==> src/rtl/prg_loader_pkg.sv <==
// prg_loader_pkg: shared FSM state encoding and protocol byte constants for the program loader.
package prg_loader_pkg;
  typedef enum logic [2:0] {IDLE, LEN, HI, LO, CSUM, ACK, NAK, WAIT_TX} state_e;
  localparam logic [7:0] ACK_BYTE = 8'h06;
  localparam logic [7:0] NAK_BYTE = 8'h15;
  localparam logic [7:0] DEFAULT_SYNC_BYTE = 8'hA5;
endpackage

==> src/rtl/uart_prg_loader_if.sv <==
// uart_prg_loader_if: rx byte stream, memory write port, tx response and status of the loader.
interface uart_prg_loader_if #(
  parameter int unsigned ADDR_WIDTH = 12,
  parameter int unsigned DATA_WIDTH = 12
);
  logic                  i_rx_valid;
  logic [7:0]            i_rx_byte;
  logic [ADDR_WIDTH-1:0] o_mem_addr;
  logic [DATA_WIDTH-1:0] o_mem_data;
  logic                  o_mem_we;
  logic                  o_core_hold;
  logic                  o_tx_valid;
  logic [7:0]            o_tx_byte;
  logic                  i_tx_done;
  logic                  o_busy;
  logic                  o_error;
  modport slave (
    input  i_rx_valid, i_rx_byte, i_tx_done,
    output o_mem_addr, o_mem_data, o_mem_we, o_core_hold, o_tx_valid, o_tx_byte, o_busy, o_error
  );
  modport master (
    output i_rx_valid, i_rx_byte, i_tx_done,
    input  o_mem_addr, o_mem_data, o_mem_we, o_core_hold, o_tx_valid, o_tx_byte, o_busy, o_error
  );
endinterface

==> src/rtl/prg_timeout.sv <==
// prg_timeout: reloadable down-counter; expired once TIMEOUT cycles pass while running without a reload.
module prg_timeout #(
  parameter int unsigned TIMEOUT = 2000000
) (
  input  logic clk,
  input  logic reset,
  input  logic run,
  input  logic reload,
  output logic expired
);
  localparam int unsigned W = $clog2(TIMEOUT + 1);
  logic [W-1:0] cnt_q, cnt_d;
  always_comb cnt_d = (reload || !run) ? W'(TIMEOUT - 1) : (cnt_q == '0 ? cnt_q : cnt_q - W'(1));
  assign expired = run && cnt_q == '0;
  always_ff @(posedge clk) cnt_q <= reset ? '0 : cnt_d;
endmodule

==> src/rtl/uart_prg_loader.sv <==
// uart_prg_loader: parses SYNC/LEN/(HI,LO)*/CSUM frames from the UART into memory and answers ACK/NAK.
module uart_prg_loader import prg_loader_pkg::*; #(
  parameter int unsigned ADDR_WIDTH = 12,
  parameter int unsigned DATA_WIDTH = 12,
  parameter int unsigned MEM_COUNT  = 255,
  parameter int unsigned TIMEOUT    = 2000000,
  parameter logic [7:0]  SYNC_BYTE  = DEFAULT_SYNC_BYTE
) (
  input logic clk,
  input logic reset,
  uart_prg_loader_if.slave bus
);
  state_e                state_q, state_d;
  logic [7:0]            len_q, len_d, idx_q, idx_d, csum_q, csum_d;
  logic [3:0]            hi_q, hi_d;
  logic [ADDR_WIDTH-1:0] addr_q, addr_d;
  logic [DATA_WIDTH-1:0] data_q, data_d;
  logic                  we_q, we_d, hold_q, hold_d, busy_q, busy_d, err_q, err_d;
  logic                  run, expired;
  logic                  rxv;
  logic [7:0]            rxb;
  assign rxv = bus.i_rx_valid;
  assign rxb = bus.i_rx_byte;
  assign run = state_q inside {LEN, HI, LO, CSUM};
  prg_timeout #(.TIMEOUT(TIMEOUT)) u_timeout (
    .clk(clk), .reset(reset), .run(run), .reload(rxv), .expired(expired)
  );
  always_comb begin
    state_d = state_q;
    len_d   = len_q;
    idx_d   = idx_q;
    csum_d  = csum_q;
    hi_d    = hi_q;
    addr_d  = addr_q;
    data_d  = data_q;
    we_d    = 1'b0;
    hold_d  = hold_q;
    busy_d  = busy_q;
    err_d   = err_q;
    case (state_q)
      IDLE: if (rxv && rxb == SYNC_BYTE) begin
        state_d = LEN;
        busy_d  = 1'b1;
        hold_d  = 1'b1;
        idx_d   = '0;
        csum_d  = '0;
      end
      LEN: if (rxv) begin
        len_d   = rxb;
        state_d = (rxb == '0 || 32'(rxb) > MEM_COUNT) ? NAK : HI;
      end
      HI: if (rxv) begin
        hi_d    = rxb[3:0];
        csum_d  = csum_q ^ rxb;
        state_d = rxb[7:4] != '0 ? NAK : LO;
      end
      LO: if (rxv) begin
        csum_d  = csum_q ^ rxb;
        we_d    = 1'b1;
        addr_d  = ADDR_WIDTH'(idx_q);
        data_d  = DATA_WIDTH'({hi_q, rxb});
        idx_d   = idx_q + 8'd1;
        state_d = (idx_q + 8'd1 == len_q) ? CSUM : HI;
      end
      CSUM: if (rxv) state_d = rxb == csum_q ? ACK : NAK;
      ACK: begin
        hold_d  = 1'b0;
        err_d   = 1'b0;
        state_d = WAIT_TX;
      end
      NAK: begin
        err_d   = 1'b1;
        state_d = WAIT_TX;
      end
      WAIT_TX: if (bus.i_tx_done) begin
        state_d = IDLE;
        busy_d  = 1'b0;
      end
      default: state_d = IDLE;
    endcase
    // a byte arriving in the expiry cycle takes priority over the timeout
    if (run && !rxv && expired) state_d = NAK;
  end
  always_ff @(posedge clk) begin
    if (reset) begin
      state_q <= IDLE;
      len_q   <= '0;
      idx_q   <= '0;
      csum_q  <= '0;
      hi_q    <= '0;
      addr_q  <= '0;
      data_q  <= '0;
      we_q    <= 1'b0;
      hold_q  <= 1'b0;
      busy_q  <= 1'b0;
      err_q   <= 1'b0;
    end else begin
      state_q <= state_d;
      len_q   <= len_d;
      idx_q   <= idx_d;
      csum_q  <= csum_d;
      hi_q    <= hi_d;
      addr_q  <= addr_d;
      data_q  <= data_d;
      we_q    <= we_d;
      hold_q  <= hold_d;
      busy_q  <= busy_d;
      err_q   <= err_d;
    end
  end
  assign bus.o_mem_addr  = addr_q;
  assign bus.o_mem_data  = data_q;
  assign bus.o_mem_we    = we_q;
  assign bus.o_core_hold = hold_q;
  assign bus.o_busy      = busy_q;
  assign bus.o_error     = err_q;
  assign bus.o_tx_valid  = state_q == ACK || state_q == NAK;
  assign bus.o_tx_byte   = state_q == ACK ? ACK_BYTE : state_q == NAK ? NAK_BYTE : 8'h00;
endmodule

==> src/flat_wrapper.sv <==
// flat-port wrapper written by rule: the top's interface ports become plain ports
module uart_prg_loader_flat import prg_loader_pkg::*;
#(
  parameter int unsigned ADDR_WIDTH = 12,
  parameter int unsigned DATA_WIDTH = 12,
  parameter int unsigned MEM_COUNT  = 255,
  parameter int unsigned TIMEOUT    = 2000000,
  parameter logic [7:0]  SYNC_BYTE  = DEFAULT_SYNC_BYTE
)
  (clk, reset, bus_i_rx_valid, bus_i_rx_byte, bus_i_tx_done, bus_o_mem_addr, bus_o_mem_data, bus_o_mem_we, bus_o_core_hold, bus_o_tx_valid, bus_o_tx_byte, bus_o_busy, bus_o_error);
  uart_prg_loader_if #(.ADDR_WIDTH(ADDR_WIDTH), .DATA_WIDTH(DATA_WIDTH)) bus_i ();
  input logic clk;
  input logic reset;
  input wire logic [$bits(bus_i.i_rx_valid)-1:0] bus_i_rx_valid;
  input wire logic [$bits(bus_i.i_rx_byte)-1:0] bus_i_rx_byte;
  input wire logic [$bits(bus_i.i_tx_done)-1:0] bus_i_tx_done;
  output wire logic [$bits(bus_i.o_mem_addr)-1:0] bus_o_mem_addr;
  output wire logic [$bits(bus_i.o_mem_data)-1:0] bus_o_mem_data;
  output wire logic [$bits(bus_i.o_mem_we)-1:0] bus_o_mem_we;
  output wire logic [$bits(bus_i.o_core_hold)-1:0] bus_o_core_hold;
  output wire logic [$bits(bus_i.o_tx_valid)-1:0] bus_o_tx_valid;
  output wire logic [$bits(bus_i.o_tx_byte)-1:0] bus_o_tx_byte;
  output wire logic [$bits(bus_i.o_busy)-1:0] bus_o_busy;
  output wire logic [$bits(bus_i.o_error)-1:0] bus_o_error;
  assign bus_i.i_rx_valid = bus_i_rx_valid;
  assign bus_i.i_rx_byte = bus_i_rx_byte;
  assign bus_i.i_tx_done = bus_i_tx_done;
  assign bus_o_mem_addr = bus_i.o_mem_addr;
  assign bus_o_mem_data = bus_i.o_mem_data;
  assign bus_o_mem_we = bus_i.o_mem_we;
  assign bus_o_core_hold = bus_i.o_core_hold;
  assign bus_o_tx_valid = bus_i.o_tx_valid;
  assign bus_o_tx_byte = bus_i.o_tx_byte;
  assign bus_o_busy = bus_i.o_busy;
  assign bus_o_error = bus_i.o_error;
  uart_prg_loader #(.ADDR_WIDTH(ADDR_WIDTH), .DATA_WIDTH(DATA_WIDTH), .MEM_COUNT(MEM_COUNT), .TIMEOUT(TIMEOUT), .SYNC_BYTE(SYNC_BYTE)) u_core (.clk(clk), .reset(reset), .bus(bus_i));
endmodule
==> config.mk <==
export PLATFORM = sky130hd
export DESIGN_NAME = uart_prg_loader_flat
export DESIGN_NICKNAME = d
export VERILOG_FILES = /design/src/rtl/prg_loader_pkg.sv /design/src/rtl/uart_prg_loader_if.sv /design/src/rtl/prg_timeout.sv /design/src/rtl/uart_prg_loader.sv /design/src/flat_wrapper.sv
export SDC_FILE = /design/constraint.sdc
export NUM_CORES = 1
export LEC_CHECK = 0
export BUFFER_PORTS_ARGS = -buffer_cell sky130_fd_sc_hd__buf_2
export CAP_MARGIN = 20
export CORE_ASPECT_RATIO = 0.9
export CORE_MARGIN = 2
export CORE_UTILIZATION = 25
export CTS_CLUSTER_DIAMETER = 60
export DETAILED_ROUTE_END_ITERATION = 7
export GPL_TIMING_DRIVEN = 1
export SYNTH_ARGS = -nofsm -noshare
export SYNTH_HDL_FRONTEND = slang
export SYNTH_SLANG_ARGS = --single-unit
export TNS_END_PERCENT = 20
==> constraint.sdc <==
create_clock -name clk -period 4.1 [get_ports clk]
set_input_delay 0 -clock clk [delete_from_list [all_inputs] [get_ports clk]]
set_output_delay 0 -clock clk [all_outputs]
set_load 0.005 [all_outputs]
# Yosys cells after proc, flatten, opt, wreduce, memory -nomap -nowiden
# Index checks and enable logic that the tools add are counted.
# classes
n_addsub	2
eq_ne	24
bitwise	2
n_mux	27
n_reduce_logical	32
# op_table
operator	count
2-to-1 mux 21 bit	2
2-to-1 mux 8 bit	4
one-hot mux 8 bit (2 select lines)	2
2-to-1 mux 3 bit	10
logical NOT 21 bit	1
one-hot mux 3 bit (7 select lines)	1
subtractor 21 x 1 -> 21 bit, second input constant	1
equality test 8 bit	2
equality test 3 bit, second input constant	4
inequality test 2 bit, second input constant	6
inequality test 3 bit, second input constant	4
AND reduction 6 bit	2
nonzero test 2 bit	5
OR reduction 2 bit	5
AND reduction 3 bit	3
adder 8 x 1 -> 8 bit, second input constant	1
equality test 8 bit, second input constant	1
logical NOT 8 bit	1
AND reduction 2 bit	4
nonzero test 4 bit	2
XOR 8 bit	1
equality test 3 x 2 -> 1 bit, second input constant	2
one-hot mux 1 bit (2 select lines)	3
2-to-1 mux 5 bit	1
11 further kinds	19
# totals
input_bits	12
output_inout_bits	37
elab_cells	101
register_bits	76

# Longest topological paths before layout
# Gate-level depths: netlist of the first run.
# logic_depth
depth_word	6
depth_mapped	7
ltp_nobuf	6

# Hierarchy
# From an unflattened synthesis of the first run, not the netlist that was laid out.
# unflattened
cells_unflattened	499
area_unflattened_um2	3880.0
# by_module_without_submodules
mod	cells_per_inst	area_each_um2	seq_area_each_um2	instances
uart_prg_loader	373	2803.9	1101.1	1
prg_timeout	126	1076.0	420.4	1

# Worst setup path after synthesis of the first run
# Ideal clock, no wire load.
# synth_path
path_type	register to register
start	reg u_core.u_timeout.cnt_q[6]
end	reg u_core.u_timeout.cnt_q[1]
arrival_time_ns	1.697
slack_ns	2.333
required_time_ns	4.030
path_buffers	0
synth_period_minus_slack_ns	1.767
stages_incl_launch_ff	6
setup_ns	0.070
cell_sequence	dfxtp_1 > nor4_2 > nand4_2 > nor2_1 > mux2_2 > a21oi_1
# synth_via
elab_chain_cells	2
# synth_rtl
element	line_no	source
start, declared	prg_timeout.sv:12	logic [W-1:0] cnt_q, cnt_d;
start signal, assigned	prg_timeout.sv:15	always_ff @(posedge clk) cnt_q <= reset ? '0 : cnt_d;
logical NOT 21 bit	prg_timeout.sv:13	always_comb cnt_d = (reload || !run) ? W'(TIMEOUT - 1) : (cnt_q == '0 ? cnt_q : cnt_q - W'(1));
inequality test 2 bit (no line)	-	
# Every way passes these cells.
# A chain may end at the register's enable or synchronous reset.

# Worst setup path after layout of the first run
# layout_path
start	reg u_core.state_q[1]
end	reg u_core.idx_q[6]
# layout_via
elab_chain_cells	3
word_cells_on_any_way	7
cone_classes	eq/ne (3); mux (1); reduce/logical (3)
# layout_rtl
element	line_no	source
start, declared	uart_prg_loader.sv:13	state_e state_q, state_d;
start signal, assigned	uart_prg_loader.sv:98	state_q <= state_d;
equality test 3 x 2 -> 1 bit or logical NOT 3 bit (tied branches)	uart_prg_loader.sv:40	case (state_q)
inequality test 2 bit (no line), or another cell as far along	-	
AND reduction 3 bit (no line)	-	
end signal, assigned	uart_prg_loader.sv:100	idx_q <= idx_d;
end, declared	uart_prg_loader.sv:14	logic [7:0] len_q, len_d, idx_q, idx_d, csum_q, csum_d;
# Parallel ways exist; a longest one is shown, timed or not.

==> results of run 1 <==
## cell families after synthesis
group,count (synthesis)
other,1
multiplexers,13
adder cells (fa/ha/maj),3
buffers and inverters,54
AND/OR/NAND/NOR,181
flip-flops,76
XOR/XNOR,33
AO/OA/AOI/OAI,110
## power groups by stage
stage	clock, mW	sequential [mW]	combinational, mW
after detailed placement	0	0.770	0.0666
after floorplan	0	0.768	0.0531
after CTS	0.814	0.754	0.0691
after global routing	0.844	0.754	0.0767
final	0.794	0.754	0.0693
after global placement	0	0.770	0.0652
## through the flow
stage | power (mW) | cell area, µm²
after floorplan | 0.822 | 3910
after global routing | 1.68 | 4500
final | 1.62 | 4500
after detailed placement | 0.837 | 4170
after global placement | 0.835 | 4170
after CTS | 1.64 | 4500
## worst min-delay path: cells and delay by family
family | cells | cell delay [ps]
buffers and inverters | 1 | 170
AOI/OAI and AO/OA | 1 | 60
and+or+nand+nor | 1 | 70
## path summary, 6_finish.rpt
path,to,depth (start not counted)
setup / recovery,u_core.idx_q[6]$_SDFFE_PP0P_,5
hold / removal,u_core.bus.o_mem_data[2]$_SDFFE_PP0P_,3
setup reg to reg,u_core.idx_q[6]$_SDFFE_PP0P_,5
hold reg to reg,u_core.bus.o_mem_addr[6]$_SDFFE_PP0P_,2
## sequential cells by signal (all words and copies together), names as in the netlist
signal,cells
u_core.u_timeout.cnt_q,21
u_core.bus.o_mem_data,12
u_core.bus.o_mem_addr,8
u_core.csum_q,8
u_core.idx_q,8
u_core.len_q,8
u_core.hi_q,4
u_core.state_q,3
u_core.bus.o_busy,1
u_core.bus.o_core_hold,1
u_core.bus.o_error,1
u_core.bus.o_mem_we,1
## cell type report
cell class	count	area share (%)
Clock buffer	10	5.31
Timing Repair Buffer	47	5.79
Inverter	11	0.918
Multi-Input combinational cell	348	47.1
Sequential cell	76	33.8
Tap cell	202	5.62
Clock inverter	5	1.39
## cells in the mapped netlist, drive strengths merged, types with 6 or more instances
cell,n
a21oi,57
a31oi,7
buf,23
clkbuf,20
dfxtp,76
inv,11
mux2i,12
nand2,48
nand3,9
nand3b,9
nand4,7
nor2,45
nor2b,7
nor3,10
nor4,10
o211ai,12
o21ai,20
or3,6
xnor2,10
xor2,23
## layer usage
metal | wire length [µm] | GRT usage [%] | vias up
met3 | 316 | 2.07 | 8
met1 | 4450 | 14.7 | 1557
met4 | 99 | 3.19 | 0
li1 | - | - | 1680
met2 | 4110 | 17.7 | 72
met5 | 0 | 0 | -
## what timing repair did
| action | CTS | global route |
|---|---|---|
| setup buffers | 0 | 0 |
| hold buffers | 3 | 0 |
| hold endpoints to repair | 3 | 0 |
==> reports/summary.txt, run 1 <==
status - finished clean
Post-Synth Adder-Cell Area - 0.966%
clock sinks - 76
Die Width - 135 µm
CP startpoint - u_core.state_q[1]$_SDFFE_PP0P_
CP delay by family, top - simple AND/OR/NAND/NOR gates
fmax - 399 MHz
gate count after technology mapping - 471
Fillers - 1639
Clock transition at path regs - 60 ps
Tcrit/Tclk final - 61.2%
max incr delay on CP - 780 ps
peak supply drop - 241 µV
Max Cap Violations - 0
RR Startpoint - u_core.state_q[1]$_SDFFE_PP0P_
mapped cell area - 0.00388 mm²
Synth area leader - dfxtp_1
worst-case clock buffer depth - 2
largest family of logic cells by synthesized area - simple AND/OR/NAND/NOR gates
Net Sw Frac - 22.5%
sequential cell area - 0.00152 mm²
H-tree depth reported by CTS - 3
root buffer cell - clkbuf_16
HP Class - in -> reg
Pleak - 1.60 nW
initial core utilization - 25.3%
residual DRC count - 0
Non-Filler Instances - 699
Worst-Skew Late Latency - 330 ps
Synth cell types - 61
EDFF count, synth - 0
CP Cell Sequence - nand2_1 > nor2_1 > a21oi_1 > o21ai_0 > a21oi_1
gpl congestion - 0.783
worst slew pin tran - 949 ps
Hold Violations, Final - 0
post-route minimum period - 2510 ps
Area Growth Syn to Fin - 15.7%
Tot GR Track Use - 10.9%
die area - 0.0166 mm²
worst setup margin - 1590 ps
RSZ-0062 raised after global routing - no
largest net degree at the start of global routing - 42
simple-gate share of the synthesized area - 25.2%
footprint of the multi-input gates - 0.00212 mm²
CP Buf/Inv Count - 0
Core Area - 0.0153 mm²
remaining antenna violation count after routing - 0
antenna violations before repair - 0
dpl hpwl - 6220 µm
most common cell after layout, fill and taps aside - dfxtp_1
Arr. time, crit path - 2710 ps
setup violators final - 0
most numerous cell on the critical path - a21oi_1
layout cells sized above 1 - 15.3%
vias post-DR - 3317
Synth top area share - 39.2%
DR WL/cell - 12.8 µm
xor and xnor area share after synthesis - 7.44%
final wirelength - 8970 µm
1st-pass router iterations - 4
crit-path max FO - 21
Worst path slowest cell - nor2_1
post-synthesis sequential area ratio - 39.2%
hold_ws - 20.5 ps
PD cells - 360 mW/mm²
Ant. Diodes - 0
Final Core Density - 29.3%
most frequent cells in the layout - dfxtp_1 (76), a21oi_1 (57), nand2_1 (48)
Setup TNS - 0 ps
worst relative slew slack - 36.5%
Worst Skew - 7.04 ps
FF+latch count, synth - 76
Max Slew Vio Count - 0
port bufs - 40
NetSw - 363 µW
vias per cell - 4.75
Comb power frac - 4.3%
total grt overflow - 0
CTS tree - yes
hold_sp - bus_i_rx_byte[2]
drt initial violations - 257
# placed instances - 681
kind of critical path - reg -> reg
# resized after CTS - 0
CP Data Required Time - 4300 ps
global-route wire length before repair - 14800 µm
Die Ht - 122 µm
post-synthesis async set-or-reset flop share - 0%
Primary FF master, synth - dfxtp_1
sequential power share - 46.6%
clock power share - 49.1%
CP Launch Type - register
# rows - 43
internal power - 1.25 mW
CTS Buf Count - 9
Nets - 508
complex-gate fraction of the synthesized area - 16.8%
average cell area after synthesis - 8.25 µm²
pre-CTS setup slack - 1670 ps
top cells by area, synth - dfxtp_1 (39%), a21oi_1 (7.3%), xor2_1 (5.2%)
Worst Setup End Kind - register
I/O pin count - 49
r2r setup slk - 1590 ps
number of synthesis warnings - 0
multiplexer share of the synthesized area - 3.38%
vias in the first global route - 3071
No activity file was read; power rests on OpenSTA's default activity.
==> inputs of run 2 (changes only) <==
- ABC_AREA: default -> 1
- clock period: 4.1 -> 2.3 ns (I/O delays scaled with it)
==> run 2 against run 1 <==
- synthesized cell count increased by 19%
- sequential share of layout area decreased by 1.0 points
- clock skew increased by 2.3 ps
- first-iteration DRC count decreased by 8.6%
- largest power group unchanged
- sequential power increased by 94%
==> reports/summary.txt, run 2 <==
port bufs - 40
I/O pin count - 49
Synth area leader - dfxtp_1
average cell area after synthesis - 6.92 µm²
Core Area - 0.0153 mm²
RR Startpoint - u_core.idx_q[0]$_SDFFE_PP0P_
setup violators final - 0
post-synthesis sequential area ratio - 39.3%
most frequent cells in the layout - nand2_1 (108), dfxtp_1 (76), nor2_1 (69)
PD cells - 797 mW/mm²
mapped cell area - 0.00387 mm²
worst relative slew slack - 59.4%
dpl hpwl - 7180 µm
H-tree depth reported by CTS - 3
number of synthesis warnings - 0
clock power share - 43.2%
total grt overflow - 0
peak supply drop - 551 µV
drt initial violations - 235
# resized after CTS - 0
Tcrit/Tclk final - 74.7%
Die Width - 135 µm
Area after DPL - 0.00424 mm²
worst slew pin tran - 608 ps
most common cell after layout, fill and taps aside - nand2_1
HP Class - in -> reg
Worst Setup End Kind - register
pre-CTS setup slack - 609 ps
worst-case clock buffer depth - 2
crit-path max FO - 7
Setup TNS - 0 ps
NetSw - 1.07 mW
CP Data Required Time - 2580 ps
post-route cell area - 0.00463 mm²
gpl congestion - 0.858
Clock transition at path regs - 60 ps
Ant. Diodes - 0
# rows - 43
r2r worst-path depth - 11
hold_sp - bus_i_rx_byte[2]
post-synthesis async set-or-reset flop share - 0%
CTS Buf Count - 9
vias per cell - 4.44
Final Core Density - 30.3%
root buffer cell - clkbuf_16
Net Sw Frac - 28.9%
Area Growth Syn to Fin - 19.6%
DR WL/cell - 12.1 µm
Worst path slowest cell - dfxtp_1
Hold Violations, Final - 0
worst setup margin - 582 ps
FF+latch count, synth - 76
initial core utilization - 25.3%
Max Slew Vio Count - 0
Pleak - 2.01 nW
Synth top area share - 39.3%
Worst-Skew Late Latency - 350 ps
Arr. time, crit path - 1990 ps
vias in the first global route - 3405
# placed instances - 789
post-route minimum period - 1720 ps
EDFF count, synth - 0
layout cells sized above 1 - 16.4%
Pwr Total - 3.69 mW
Synth cell types - 38
Non-Filler Instances - 810
vias post-DR - 3597
RSZ-0062 raised after global routing - no
Comb power frac - 17.1%
hold_ws - 10.7 ps
global-route wire length before repair - 16600 µm
internal power - 2.62 mW
gate count after technology mapping - 560
sequential power share - 39.6%
hold path cells - 3
Post-synth top cells - nand2_1 (108), dfxtp_1 (76), nor2_1 (70), a21oi_1 (63), inv_1 (55)
remaining antenna violation count after routing - 0
CP Launch Type - register
final wirelength - 9810 µm
max incr delay on CP - 450 ps
number of flip-flops in the largest register - 21
antenna violations before repair - 0
residual DRC count - 0
Die Ht - 122 µm
Primary FF master, synth - dfxtp_1
Tot GR Track Use - 12.7%
status - finished clean
top cells by area, synth - dfxtp_1 (39%), nand2_1 (10%), a21oi_1 (8.1%)
CTS tree - yes
kind of critical path - reg -> reg
die area - 0.0165 mm²
CP startpoint - u_core.idx_q[0]$_SDFFE_PP0P_
Largest Register - u_core.u_timeout.cnt_q
CP Cell Sequence - ha_1 > nand3_1 > nor2_1 > nand2_1 > nand3_1 > nand3_1 > nor2_1 > nand4_1 > nand2_1 > nand2_1 > a21oi_1
Worst Skew - 9.31 ps
clock sinks - 76
Nets - 619
1st-pass router iterations - 4
largest net degree at the start of global routing - 33
most frequent cell after synthesis - nand2_1
Max Cap Violations - 0
fmax - 582 MHz
==> run 2: cell count changes after synthesis, moves of 10 or more <==
cell,before,now
clkbuf_1,19,7
inv_1,11,55
inv_2,0,12
mux2i_1,12,0
nand2_1,48,108
nand3_1,8,39
nor2_1,44,70
nor2_2,1,11
o211ai_1,12,0
o21ai_0,19,39
xor2_1,23,5
==> run 2: cell type report <==
class	count	area, µm²
Fill cell	1705	10600
Multi-Input combinational cell	398	1970
Sequential cell	76	1520
Clock inverter	3	68.8
Inverter	69	259
Timing Repair Buffer	50	290
Clock buffer	12	267
Tap cell	202	253
==> run 2: final timing paths <==
| kind | to | slack [ps] |
|---|---|---|
| worst max-delay path | u_core.state_q[2]$_SDFFE_PP0P_ | 580 |
| worst min-delay path | u_core.bus.o_mem_data[2]$_SDFFE_PP0P_ | 10 |
| worst max register to register | u_core.state_q[2]$_SDFFE_PP0P_ | 580 |
| worst min register to register | u_core.bus.o_error$_SDFFE_PP0P_ | 460 |
==> run 2: what timing repair did <==
action / CTS / global route
hold buffers: 6 / 0
endpoints found under the hold margin: 7 / 0
buffers inserted: 0 / 0
setup endpoints to repair: 0 / 0
==> run 2: cells by family after synthesis <==
kind of cell	after synthesis	synth area share [%]
and+or+nand+nor	263	31.6
AOI/OAI and AO/OA	111	14.7
buffers and inverters	93	10.5
DFF	76	39.3
xor gates and xnor gates	13	2.94
adders and majority gates	3	0.969
other	1	0.0968
==> run 2: metal layers <==
layer | routed length [µm] | GRT usage (%)
met1 | 5210 | 17.8
met2 | 4010 | 18.7
met3 | 450 | 3.29
met4 | 145 | 5.08
met5 | 0 | 0
==> run 2: power groups by stage <==
stage	registers (mW)	clock network [mW]	logic [mW]
floorplan	1.47	0	0.501
detailed placement	1.49	0	0.619
finish	1.46	1.60	0.632
CTS	1.46	1.63	0.631
global placement	1.49	0	0.620
global route	1.47	1.68	0.715
==> run 2: critical path, delay by kind of cell, from the launching register on <==
family	cells	cell delay, ps
simple gates	9	820
flops	1	450
fa+ha+maj	1	240
compound gates	1	120
